`src/rtl/regfile_dump.sv`:
```
// regfile_dump: walks every register index and streams {index,value}
// beats over valid/ready; busy lets the top level freeze the datapath.
module regfile_dump #(
  parameter int NUM_REGS = 32,
  parameter int ADDR_W   = 5,
  parameter int DATA_W   = 32
) (
  input  logic              clk,
  input  logic              reset,
  input  logic              start,
  output logic [ADDR_W-1:0] Dump_Read_Register,
  input  logic [DATA_W-1:0] Dump_Read_Data,
  output logic              dump_valid,
  input  logic              dump_ready,
  output logic [ADDR_W-1:0] dump_addr,
  output logic [DATA_W-1:0] dump_data,
  output logic              dump_last,
  output logic              busy,
  output logic              done
);

  typedef enum logic [1:0] {
    S_IDLE,
    S_FETCH,
    S_SEND,
    S_DONE
  } state_t;

  localparam logic [ADDR_W-1:0] LAST_IDX = ADDR_W'(NUM_REGS - 1);

  state_t state_q, state_d;
  logic [ADDR_W-1:0] ptr_q, ptr_d;
  logic [ADDR_W-1:0] addr_q, addr_d;
  logic [DATA_W-1:0] data_q, data_d;
  logic last_q, last_d;
  logic valid_q, valid_d;
  logic busy_q, busy_d;
  logic done_q, done_d;

  always_ff @(posedge clk or negedge reset) begin
    if (!reset) begin
      state_q <= S_IDLE;
      ptr_q   <= '0;
      addr_q  <= '0;
      data_q  <= '0;
      last_q  <= 1'b0;
      valid_q <= 1'b0;
      busy_q  <= 1'b0;
      done_q  <= 1'b0;
    end else begin
      state_q <= state_d;
      ptr_q   <= ptr_d;
      addr_q  <= addr_d;
      data_q  <= data_d;
      last_q  <= last_d;
      valid_q <= valid_d;
      busy_q  <= busy_d;
      done_q  <= done_d;
    end
  end

  always_comb begin
    state_d = state_q;
    ptr_d   = ptr_q;
    addr_d  = addr_q;
    data_d  = data_q;
    last_d  = last_q;
    unique case (state_q)
      S_IDLE: begin
        ptr_d = '0;
        if (start) state_d = S_FETCH;
      end
      S_FETCH: begin
        addr_d  = ptr_q;
        data_d  = Dump_Read_Data;
        last_d  = (ptr_q == LAST_IDX);
        state_d = S_SEND;
      end
      S_SEND: begin
        if (valid_q && dump_ready) begin
          if (last_q) begin
            state_d = S_DONE;
          end else begin
            ptr_d   = ptr_q + 1'b1;
            state_d = S_FETCH;
          end
        end
      end
      S_DONE: begin
        ptr_d   = '0;
        state_d = S_IDLE;
      end
      default: state_d = S_IDLE;
    endcase
    // Flag outputs follow the next state so they come straight off flops
    valid_d = (state_d == S_SEND);
    busy_d  = (state_d == S_FETCH) || (state_d == S_SEND);
    done_d  = (state_d == S_DONE);
  end

  assign Dump_Read_Register = (state_q == S_FETCH) ? ptr_q : '0;
  assign dump_valid = valid_q;
  assign dump_addr  = addr_q;
  assign dump_data  = data_q;
  assign dump_last  = last_q;
  assign busy       = busy_q;
  assign done       = done_q;

endmodule

```
`config.mk`:
```
export PLATFORM = sky130hd
export DESIGN_NAME = regfile_dump
export DESIGN_NICKNAME = d
export VERILOG_FILES = /design/src/rtl/regfile_dump.sv
export SDC_FILE = /design/constraint.sdc
export NUM_CORES = 1
export LEC_CHECK = 0
export BUFFER_PORTS_ARGS = -buffer_cell sky130_fd_sc_hd__buf_2
export CELL_PAD_IN_SITES_DETAIL_PLACEMENT = 1
export CELL_PAD_IN_SITES_GLOBAL_PLACEMENT = 1
export CORE_MARGIN = 2
export CORE_UTILIZATION = 40
export DETAILED_ROUTE_END_ITERATION = 7
export GPL_TIMING_DRIVEN = 0
export PLACE_DENSITY_LB_ADDON = 0.1
export SKIP_CTS_REPAIR_TIMING = 1
export SLEW_MARGIN = 20
export SYNTH_ARGS = -nofsm -noshare
export SYNTH_HDL_FRONTEND = slang
export SYNTH_SLANG_ARGS = --single-unit
```
`constraint.sdc`:
```
create_clock -name clk -period 2.61 [get_ports clk]
set_input_delay 0.261 -clock clk [delete_from_list [all_inputs] [get_ports clk]]
set_output_delay 0.261 -clock clk [all_outputs]
set_load 0.02 [all_outputs]
```
# Word-level counts from Yosys, hierarchy flattened

Index checks and enable logic that the tools add are counted.

Flip-flop bits (word level): 48
Output and inout port bits: 46
Word-level logic and storage cells: 32

Add/sub/neg operators: 1
Eq/ne operators: 9
Multiplexer cells: 8
Reductions and logical operators: 6

Operators with widths:

| kind                  | number |
|---|---|
| $mux W5               | 3 |
| $pmux W5 S2           | 1 |
| $eq A2 B2 Y1 const B  | 4 |
| $pmux W2 S4           | 1 |
| $mux W2               | 3 |
| $add A5 B1 Y5 const B | 1 |
| $eq A5 B5 Y1 const B  | 1 |
| $eq A2 B1 Y1 const B  | 2 |
| $ne A2 B2 Y1 const B  | 2 |
| $reduce_and A3 Y1     | 1 |
| $logic_not A2 Y1      | 1 |
| $reduce_bool A2 Y1    | 1 |
| $reduce_or A2 Y1      | 1 |
| $logic_and A1 B1 Y1   | 1 |
| $logic_or A1 B1 Y1    | 1 |

# Longest topological paths before layout

Gate-level depths: netlist of the first run.

Depth after elaboration: 5
Mapped depth: 8

# Worst setup path after synthesis of the first run

Ideal clock, no wire load.

Path type: reg2reg
Start point: reg state_q[1]
End point: reg busy_q, in the netlist busy
Data arrival time: 1579 ps
Required time: 2547 ps
Setup slack: 968 ps
Stages on the path, launching flop included: 9
Path buffers: 2
Period minus slack after synthesis: 1642 ps
Path through: dfrtp_1 inv_1 ha_1 buf_2 buf_2 nor2_1 a21boi_0 ha_1 inv_1

Longest elaborated chain between the ends: 4
Elaborated cells between the ends (all ways): 10
Those cells by class: eq/ne (5); mux (3); reduce/logical (2)

RTL lines:

| element                                      | line | source |
|---|---|---|
| from (decl)                                  | 31   | `state_t state_q, state_d;` |
| from (signal assigned)                       | 51   | `state_q <= state_d;` |
| $eq A2 B2 Y1 (tied with other cells)         | 68   | `unique case (state_q)` |
| $pmux W2 S4 (*)                              | 68   |  |
| net state_d[1]                               | 31   |  |
| $eq A2 B1 Y1 or $eq A2 B2 Y1 (tied branches) | 97   | `busy_d = (state_d == S_FETCH) \|\| (state_d == S_SEND);` |
| $logic_or A1 B1 Y1 (*)                       | 97   |  |
| net busy_d                                   | 37   | `logic busy_q, busy_d;` |
| to (signal assigned)                         | 57   | `busy_q <= busy_d;` |
| to (decl)                                    | 37   |  |

The timed path passes the listed nets; every way through them passes the cells marked *.
A chain may end at the register's enable or synchronous reset.

# Worst setup path after layout of the first run

Start point: reg state_q[1]
End point: out Dump_Read_Register[1]

Longest elaborated chain between the ends: 2

RTL lines:

| element      | line | source |
|---|---|---|
| $eq A2 B1 Y1 | 101  | `assign Dump_Read_Register = (state_q == S_FETCH) ? ptr_q : '0;` |
| $mux W5      | 101  |  |
| to (decl)    | 11   | `output logic [ADDR_W-1:0] Dump_Read_Register,` |

Every way passes these cells.

==> results of run 1 <==
how the worst max path moves through the flow:
stage | slack (ns) | from | cells past startpoint | to
2_1_floorplan | 0.97 | state_q[1]$_DFF_PN0_ | 8 | busy$_DFF_PN0_
3_3_place_gp | 0.70 | state_q[1]$_DFF_PN0_ | 8 | busy$_DFF_PN0_
6_report | 0.61 | state_q[1]$_DFF_PN0_ | 6 | Dump_Read_Register[1]
4_1_cts | 0.55 | state_q[1]$_DFF_PN0_ | 6 | Dump_Read_Register[1]
5_1_grt | 0.43 | state_q[1]$_DFF_PN0_ | 6 | Dump_Read_Register[4]
3_5_place_dp | 0.66 | state_q[1]$_DFF_PN0_ | 8 | busy$_DFF_PN0_
worst reg2reg max path: stages (launching register included):
cell	delay (ns)
dfrtp_1	0.40
inv_1	0.12
ha_1	0.15
buf_2	0.19
buf_2	0.25
nor2_1	0.06
a21boi_0	0.32
ha_1	0.30
inv_1	0.05
where the power goes:
group | switching (mW) | total [mW] | leakage (nW) | internal [mW]
clock | 0.246 | 0.461 | 0.0434 | 0.215
combinational | 0.891 | 1.60 | 0.703 | 0.712
sequential | 0.171 | 1.24 | 0.589 | 1.07
cells in the mapped netlist:
library cell	number	area [um^2]
a211o_1	1	8.76
nor3_1	1	5.00
mux2i_1	3	30.0
a21boi_0	2	15.0
buf_4	3	22.5
inv_1	9	33.8
ha_1	8	100
and2_1	5	31.3
mux2_2	38	428
a221oi_1	2	17.5
o22ai_1	2	12.5
nand3_1	1	5.00
nand3b_4	1	20.0
a21o_2	1	8.76
a21oi_2	1	8.76
o21a_1	1	7.51
nand2b_1	1	6.26
o21ai_0	4	20.0
dfrtp_1	48	1200
nor2_1	1	3.75
and3_2	1	7.51
buf_2	2	10.0
nand2_1	4	15.0
kinds of logic after synthesis:
family	Yosys count	synth area share, %
compound gates	14	4.90
fa+ha+maj	8	4.96
buf+inv	14	3.29
flops	48	59.5
mux	41	22.7
simple gates	15	4.65
registers in the layout (all words and copies together), names as in the netlist:
register    flops
dump_data      32
dump_addr       5
ptr_q           5
state_q         2
busy            1
done            1
dump_last       1
dump_valid      1
per-layer routing:
metal | track usage, % | vias up | wire length [um]
li1 | - | 664 | -
met1 | 16.2 | 691 | 1580
met2 | 30.3 | 43 | 2330
met3 | 4.95 | 4 | 272
met4 | 5.95 | 0 | 44
met5 | 0 | - | 0
metrics by stage:
stage	hold WS (ns)	power, mW	utilization, %	setup slack (ns)
after global routing	0.179	3.56	54.7	0.434
after CTS	0.176	3.37	54.4	0.548
after global placement	0.483	2.82	52.4	0.695
after detailed placement	0.491	2.90	52.4	0.657
after floorplan	-0.0346	2.37	-	0.968
final	0.188	3.31	54.7	0.608
final cells by class:
cell class / instances / area (um^2) / share of cell area, %
sequential: 48 / 1200 / 45.9
multi-input combinational: 78 / 751 / 28.7
timing repair buffer: 82 / 418 / 16.0
tap: 67 / 83.8 / 3.20
clock buffer: 6 / 82.6 / 3.15
inverter: 9 / 33.8 / 1.29
buffer: 5 / 32.5 / 1.24
clock inverter: 2 / 15.0 / 0.574
==> impl_metrics.csv, run 1 <==
group,metric,value,unit
drt,viasPerCell,4.72,
power_and_ir_drop,power.leakage,1.34,nW
timing,slew_violations,0,
layout,area_delta_synth_final,29.7,%
critical_path,ff2ff_path_depth,8,
drt,dr.first_iter.drc_count,34,
critical_path,regToRegSetupSlack,0.71,ns
critical_path,regToRegEndpoint,"busy$_DFF_PN0_",
critical_path,reg2reg_from,"state_q[1]$_DFF_PN0_",
layout,drive_above_1_share,59.1,%
layout,nets,273,
critical_path,crit_fanout,10,
yosys,syn_nets,184,
run_status,status,"finished clean",
yosys,yosys_register_bits,48,
timing,setup_tns,0,ns
power_and_ir_drop,powerDensity,1260,nW/um^2
timing,timing.final.hold_violations,0,
floorplan,die_h,75.0,um
critical_path,cp-start-kind,"flip-flop",
cts,clk_latency,0.30,ns
critical_path,critPathArrivalTime,1.74,ns
critical_path,crit_path_max_incr_delay,0.40,ns
place,gp_congestion,0.787,
layout,fillerInstances,534,
layout,layout.cells.non_filler,297,
floorplan,rows,25,
timing,setup_violations,0,
floorplan,design.core.area,4790,um^2
drt,route.detailed.drc,0,
cts,cts_buffers,5,
drt,drtAntennaViolNets,0,
cts,htreeDepth,2,
critical_path,path_buf_inv,4,
critical_path,worstSetupEndpointType,"output port",
global_routing,grt_pass1_wl,6.65,mm
place,placed_cells,288,
flow_run,maxCapViolCount,0,
critical_path,worst_path_max_delay_cell,"dfrtp_1",
global_routing,antenna_found_initial,0,
global_routing,grt_max_degree,49,
cts,cts_tree,"yes",
drt,vias,1402,
cts,clock-root-buffer,"clkbuf_8",
cts,cts.sinks,48,
layout,design_area,2620,um^2
drt,dr.pass1.iters,4,
critical_path,worstPathCellList,"inv_1 > ha_1 > buf_2 > buf_2 > and2_1 > buf_2",
drt,drt-total-wl,4.23,mm
yosys,synth_area,2020,um^2
yosys,yosysSeqAreaShare,59.5,%
critical_path,worst_path_most_repeated_cell,"buf_2",
worst_hold_path,hold_depth,2,
floorplan,start_util,42.2,%
worst_hold_path,worstHoldStart,"Dump_Read_Data[17]",
timing,fmax,0.500,GHz
floorplan,dieArea,5630,um^2
timing,tightest_slew,0.598,ns
yosys,synth_cells,140,
layout,final_cell_mix,"buf_2, dfrtp_1, mux2_2",
layout,antenna_cells,0,
critical_path,critPathKind,"flip-flop to output port",
place,hpwlAfterDp,3.25,mm
critical_path,cp_top_family,"buffers and inverters",
floorplan,ios,82,
place,port_buffers,81,
timing,fin_worst_skew,0.00604,ns
global_routing,grt_pass1_vias,1495,
timing,relSlewSlack,60.1,%
yosys,yosysWarnings,0,
critical_path,critPathRequiredTime,2.35,ns
cts,clk_pin_slew_worst_paths,0.09,ns
place,dpl-instance-area,2510,um^2
worst_hold_path,hold_end,"dump_data[17]$_DFFE_PN0N_",
timing,period_needed,2.00,ns
worst_hold_path,hold_path_class,"primary input to flip-flop",
timing,rsz0062_at_grt,"false",
floorplan,dieWidth,75.0,um
yosys,synthDistinctLibCells,23,
timing,min_period_over_period,76.7,%
cts,cts_buffer_depth,2,
layout,final_common_cell,"buf_2",
global_routing,grt_remaining_overflow,0,
global_routing,grt_usage,16.0,%
drt,wl_per_cell,14.2,um
power_and_ir_drop,max-vdd-ir-drop,0.622,mV
yosys,postSynthAreaPerCell,14.4,um^2
Power figures use the tool's default switching activity.
==> run 2, diff against run 1 <==
--- a/config.mk
+++ b/config.mk
@@ -9,7 +9,7 @@
 export CELL_PAD_IN_SITES_DETAIL_PLACEMENT = 1
 export CELL_PAD_IN_SITES_GLOBAL_PLACEMENT = 1
 export CORE_MARGIN = 2
-export CORE_UTILIZATION = 40
+export CORE_UTILIZATION = 37
 export DETAILED_ROUTE_END_ITERATION = 7
 export GPL_TIMING_DRIVEN = 0
 export PLACE_DENSITY_LB_ADDON = 0.1
==> constraint.sdc (replaced) <==
create_clock -name clk -period 1.9 [get_ports clk]
set_input_delay 0.19 -clock clk [delete_from_list [all_inputs] [get_ports clk]]
set_output_delay 0.19 -clock clk [all_outputs]
set_load 0.02 [all_outputs]
==> run 2 against run 1 <==
Clock power up 21%. Cell count increased by 0.67%. Worst hold slack got worse by 0.066 ns. Final area fell by 0.29%. Sequential share of layout area rose by 0.13 points. Largest power group unchanged. Highest routed layer unchanged. Die area increased by 7.7%. Setup slack worse by 0.49 ns.
==> impl_metrics.csv, run 2 (synthesis gave the netlist of run 1 again) <==
group,metric,value,unit
critical_path,cp-start-kind,"flip-flop",
layout,largest_reg_flops,32,
critical_path,crit_path_max_incr_delay,0.44,ns
global_routing,grt_max_degree,49,
layout,drive_above_1_share,59.0,%
timing,tightest_slew,0.591,ns
cts,clock-root-buffer,"clkbuf_8",
place,dpl-instance-area,2510,um^2
timing,period_needed,1.78,ns
timing,fin_worst_skew,0.00632,ns
layout,antenna_cells,0,
place,gp_congestion,0.796,
floorplan,rows,26,
place,port_buffers,81,
floorplan,dieArea,6060,um^2
floorplan,start_util,39.0,%
power_and_ir_drop,powerDensity,1730,nW/um^2
critical_path,critPathRequiredTime,1.71,ns
floorplan,ios,82,
cts,cts_tree,"yes",
cts,cts_buffers,5,
timing,fmax,0.562,GHz
timing,relSlewSlack,60.6,%
timing,rsz0062_at_grt,"false",
timing,min_period_over_period,93.7,%
timing,setup_violations,0,
global_routing,grt_pass1_vias,1472,
global_routing,grt_remaining_overflow,0,
critical_path,critPathArrivalTime,1.59,ns
flow_run,maxCapViolCount,0,
floorplan,die_h,77.9,um
critical_path,worstPathCellList,"ha_1 > buf_4 > buf_6 > and2_1 > buf_2",
timing,setup_tns,0,ns
global_routing,grt_pass1_wl,7.57,mm
drt,dr.pass1.iters,3,
drt,viasPerCell,4.72,
layout,area_delta_synth_final,29.3,%
drt,drtAntennaViolNets,0,
cts,clk_pin_slew_worst_paths,0.08,ns
drt,drt-total-wl,4.52,mm
critical_path,cp_top_family,"buffers and inverters",
cts,clk_latency,0.29,ns
layout,utilization,50.5,%
cts,cts.sinks,48,
drt,dr.first_iter.drc_count,20,
floorplan,design.core.area,5170,um^2
power_and_ir_drop,max-vdd-ir-drop,0.734,mV
global_routing,antenna_found_initial,0,
critical_path,critPathKind,"flip-flop to output port",
cts,cts_buffer_depth,2,
global_routing,grt_usage,16.1,%
drt,wl_per_cell,15.1,um
critical_path,worstSetupEndpointType,"output port",
layout,nets,273,
layout,design_area,2610,um^2
critical_path,crit_fanout,10,
drt,vias,1412,
layout,final_cell_mix,"buf_2, dfrtp_1, mux2_2",
layout,fillerInstances,578,
timing,slew_violations,0,
place,hpwlAfterDp,3.47,mm
worst_hold_path,hold_path_class,"primary input to flip-flop",
critical_path,path_buf_inv,3,
power_and_ir_drop,power.leakage,1.33,nW
drt,route.detailed.drc,0,
layout,final_common_cell,"buf_2",
cts,htreeDepth,2,
critical_path,worst_path_max_delay_cell,"dfrtp_1",
timing,timing.final.hold_violations,0,
run_status,status,"finished clean",
floorplan,dieWidth,77.9,um
## run 2: changes by cell type in the layout (fill, tap and decap cells not counted), sizes merged
| cell | change |
|---|---|
| clkinvlp | -2 |
| clkinv | +1 |
## run 2: cell type report
class / instances / area, um^2 / share of cell area (%)
buffer: 5 / 41.3 / 1.58
clock buffer: 6 / 72.6 / 2.78
timing repair buffer: 82 / 418 / 16.0
clock inverter: 1 / 5.00 / 0.192
tap: 70 / 87.6 / 3.36
sequential: 48 / 1200 / 46.0
inverter: 9 / 33.8 / 1.29
multi-input combinational: 78 / 751 / 28.8
## run 2: worst paths after layout
kind	from	endpoint	slack (ns)	cells past startpoint
max	state_q[0]$_DFF_PN0_	Dump_Read_Register[1]	0.12	5
min	Dump_Read_Data[28]	dump_data[28]$_DFFE_PN0N_	0.12	2
max reg2reg	state_q[1]$_DFF_PN0_	busy$_DFF_PN0_	0.23	8
min reg2reg	dump_data[24]$_DFFE_PN0N_	dump_data[24]$_DFFE_PN0N_	0.51	1
max in group asynchronous	reset	ptr_q[3]$_DFFE_PN0P_	1.06	2
min in group asynchronous	reset	ptr_q[4]$_DFFE_PN0P_	0.45	2
## run 2: worst register-to-register path, delay by kind of cell, from the launching register on
family,cells,cell delay (ns)
AND/OR/NAND/NOR,1,0.05
AO/OA/AOI/OAI,1,0.26
flip-flops,1,0.41
buffers and inverters,4,0.47
adder cells (fa/ha/maj),2,0.42
## run 2: routing by layer
metal	up-vias	GRT usage [%]	share of wire, %
met5	-	0	0
met4	0	5.89	1.3
met3	7	4.77	6.9
met2	48	27.7	53
met1	696	19.1	39
li1	661	-	-
## run 2: through the flow
stage	instances	power [mW]	setup slack (ns)	hold slack (ns)
final	299	4.53	0.120	0.121
after global routing	299	4.88	0.00483	0.114
after CTS	298	4.58	-0.140	0.113
after detailed placement	291	4.01	-0.117	0.428
after global placement	291	3.89	-0.0451	0.416
after floorplan	140	3.26	0.258	-0.106
## run 2: report_power, final
group          internal, mW  switching [mW]
sequential             1.47           0.241
combinational          1.00            1.25
clock                 0.250           0.308
total                  2.73            1.80
==> run 3, diff against run 2 <==
--- a/config.mk
+++ b/config.mk
@@ -6,13 +6,11 @@
 export NUM_CORES = 1
 export LEC_CHECK = 0
 export BUFFER_PORTS_ARGS = -buffer_cell sky130_fd_sc_hd__buf_2
-export CELL_PAD_IN_SITES_DETAIL_PLACEMENT = 1
-export CELL_PAD_IN_SITES_GLOBAL_PLACEMENT = 1
 export CORE_MARGIN = 2
-export CORE_UTILIZATION = 37
+export CORE_UTILIZATION = 47
 export DETAILED_ROUTE_END_ITERATION = 7
 export GPL_TIMING_DRIVEN = 0
-export PLACE_DENSITY_LB_ADDON = 0.1
+export PLACE_DENSITY = 0.88
 export SKIP_CTS_REPAIR_TIMING = 1
 export SLEW_MARGIN = 20
 export SYNTH_ARGS = -nofsm -noshare
==> run 3 against run 2 <==
Clock skew is 0.0040 ns lower. Highest routed layer unchanged. Largest power group unchanged. Via count is 2.3% lower. Clock power is 11% higher.
==> impl_metrics.csv, run 3 (synthesis gave the netlist of run 1 again) <==
group,metric,value,unit
run_status,status,"finished clean",
place,pre_cts_slack,-0.0156,ns
place,port_buffers,81,
critical_path,cp-start-kind,"flip-flop",
drt,drt-total-wl,3.65,mm
drt,dr.first_iter.drc_count,40,
timing,timing.final.hold_violations,0,
worst_hold_path,hold_depth,2,
global_routing,grt_usage,16.0,%
timing,setup_tns,0,ns
timing,setup_slack,0.142,ns
critical_path,critPathArrivalTime,1.57,ns
floorplan,design.core.area,4060,um^2
layout,final_common_cell,"buf_2",
timing,fmax,0.569,GHz
layout,antenna_cells,0,
critical_path,crit_fanout,10,
drt,viasPerCell,4.94,
critical_path,cp_num_cells,5,
global_routing,grt_remaining_overflow,0,
cts,clk_latency,0.29,ns
global_routing,grt_pass1_wl,6.24,mm
place,hpwlAfterDp,2.76,mm
power_and_ir_drop,powerDensity,1740,nW/um^2
critical_path,worst_path_max_delay_cell,"dfrtp_1",
power_and_ir_drop,max-vdd-ir-drop,0.980,mV
critical_path,critPathRequiredTime,1.71,ns
cts,cts_tree,"yes",
floorplan,dieArea,4830,um^2
global_routing,grt_pass1_vias,1361,
worst_hold_path,hold_path_class,"primary input to flip-flop",
drt,drtAntennaViolNets,0,
timing,setup_violations,0,
timing,relSlewSlack,61.4,%
drt,route.detailed.drc,0,
floorplan,ios,82,
timing,tightest_slew,0.579,ns
timing,fin_worst_skew,0.00229,ns
critical_path,critPathKind,"flip-flop to output port",
critical_path,worstSetupEndpointType,"output port",
timing,rsz0062_at_grt,"false",
timing,min_period_over_period,92.5,%
floorplan,dieWidth,69.5,um
cts,cts_buffers,5,
drt,vias,1379,
place,gp_congestion,0.771,
floorplan,rows,23,
global_routing,antenna_found_initial,0,
critical_path,path_buf_inv,3,
timing,period_needed,1.76,ns
layout,area_delta_synth_final,29.0,%
layout,multiInputGateArea,751,um^2
layout,nets,273,
drt,dr.pass1.iters,3,
floorplan,start_util,49.7,%
power_and_ir_drop,power.leakage,1.34,nW
critical_path,regToRegSetupSlack,0.24,ns
critical_path,ff2ff_path_depth,8,
cts,htreeDepth,2,
critical_path,cp_top_family,"buffers and inverters",
global_routing,grt_max_degree,49,
cts,cts_buffer_depth,2,
critical_path,worstPathCellList,"ha_1 > clkbuf_4 > buf_6 > and2_1 > buf_2",
cts,clock-root-buffer,"clkbuf_8",
layout,drive_above_1_share,59.4,%
layout,largest_reg_flops,32,
layout,regArea,1200,um^2
layout,fillerInstances,302,
critical_path,crit_path_max_incr_delay,0.43,ns
cts,clk_pin_slew_worst_paths,0.08,ns
timing,slew_violations,0,
layout,final_cell_mix,"buf_2, dfrtp_1, mux2_2",
drt,wl_per_cell,13.1,um
floorplan,die_h,69.5,um
flow_run,maxCapViolCount,0,
cts,cts.sinks,48,
## run 3: cell types whose count changed in the layout (fill, tap and decap cells not counted), sizes merged
cell / previous run / this run
buf: 86 / 85
clkbuf: 6 / 8
clkinv: 1 / 0
## run 3: metal layers
metal	up-vias	wire length, um	track usage, %
li1	663	-	-
met1	652	1550	20.1
met2	59	1730	26.6
met3	5	336	5.67
met4	0	39	3.92
met5	-	0	0
## run 3: worst register-to-register path: stages (launching register included)
cell and delay [ns]:
dfrtp_1 0.41, inv_2 0.09, ha_1 0.13, clkbuf_4 0.19, buf_6 0.15, nor2_1 0.05
a21boi_1 0.25, ha_1 0.28, inv_1 0.05
## run 3: final timing paths
check                                                  to                startpoint
max in group asynchronous       dump_data[29]$_DFFE_PN0N_                     reset
worst min-delay path             dump_data[1]$_DFFE_PN0N_         Dump_Read_Data[1]
worst max register to register             busy$_DFF_PN0_      state_q[1]$_DFF_PN0_
min in group asynchronous        dump_data[1]$_DFFE_PN0N_                     reset
worst min register to register   dump_data[3]$_DFFE_PN0N_  dump_data[3]$_DFFE_PN0N_
worst max-delay path                Dump_Read_Register[0]      state_q[0]$_DFF_PN0_
## run 3: power by group
group,internal [mW],switching (mW)
clock,0.324,0.298
combinational,0.996,1.20
sequential,1.47,0.234
## run 3: final cells by class
type	count	area share (%)
Buffer	5	1.59
Clock buffer	7	3.70
Inverter	9	1.30
Multi-Input combinational cell	78	28.8
Sequential cell	48	46.1
Tap cell	50	2.40
Timing Repair Buffer	82	16.0
## run 3: through the flow
stage	instance area, um^2	utilization [%]	hold slack [ns]	total power [mW]	cells
floorplan	2020	-	-0.106	3.26	140
global placement	2490	61.3	0.421	3.86	271
detailed placement	2490	61.3	0.424	3.94	271
CTS	2580	63.6	0.109	4.58	278
global route	2600	64.2	0.108	4.86	279
finish	2600	64.2	0.125	4.53	279
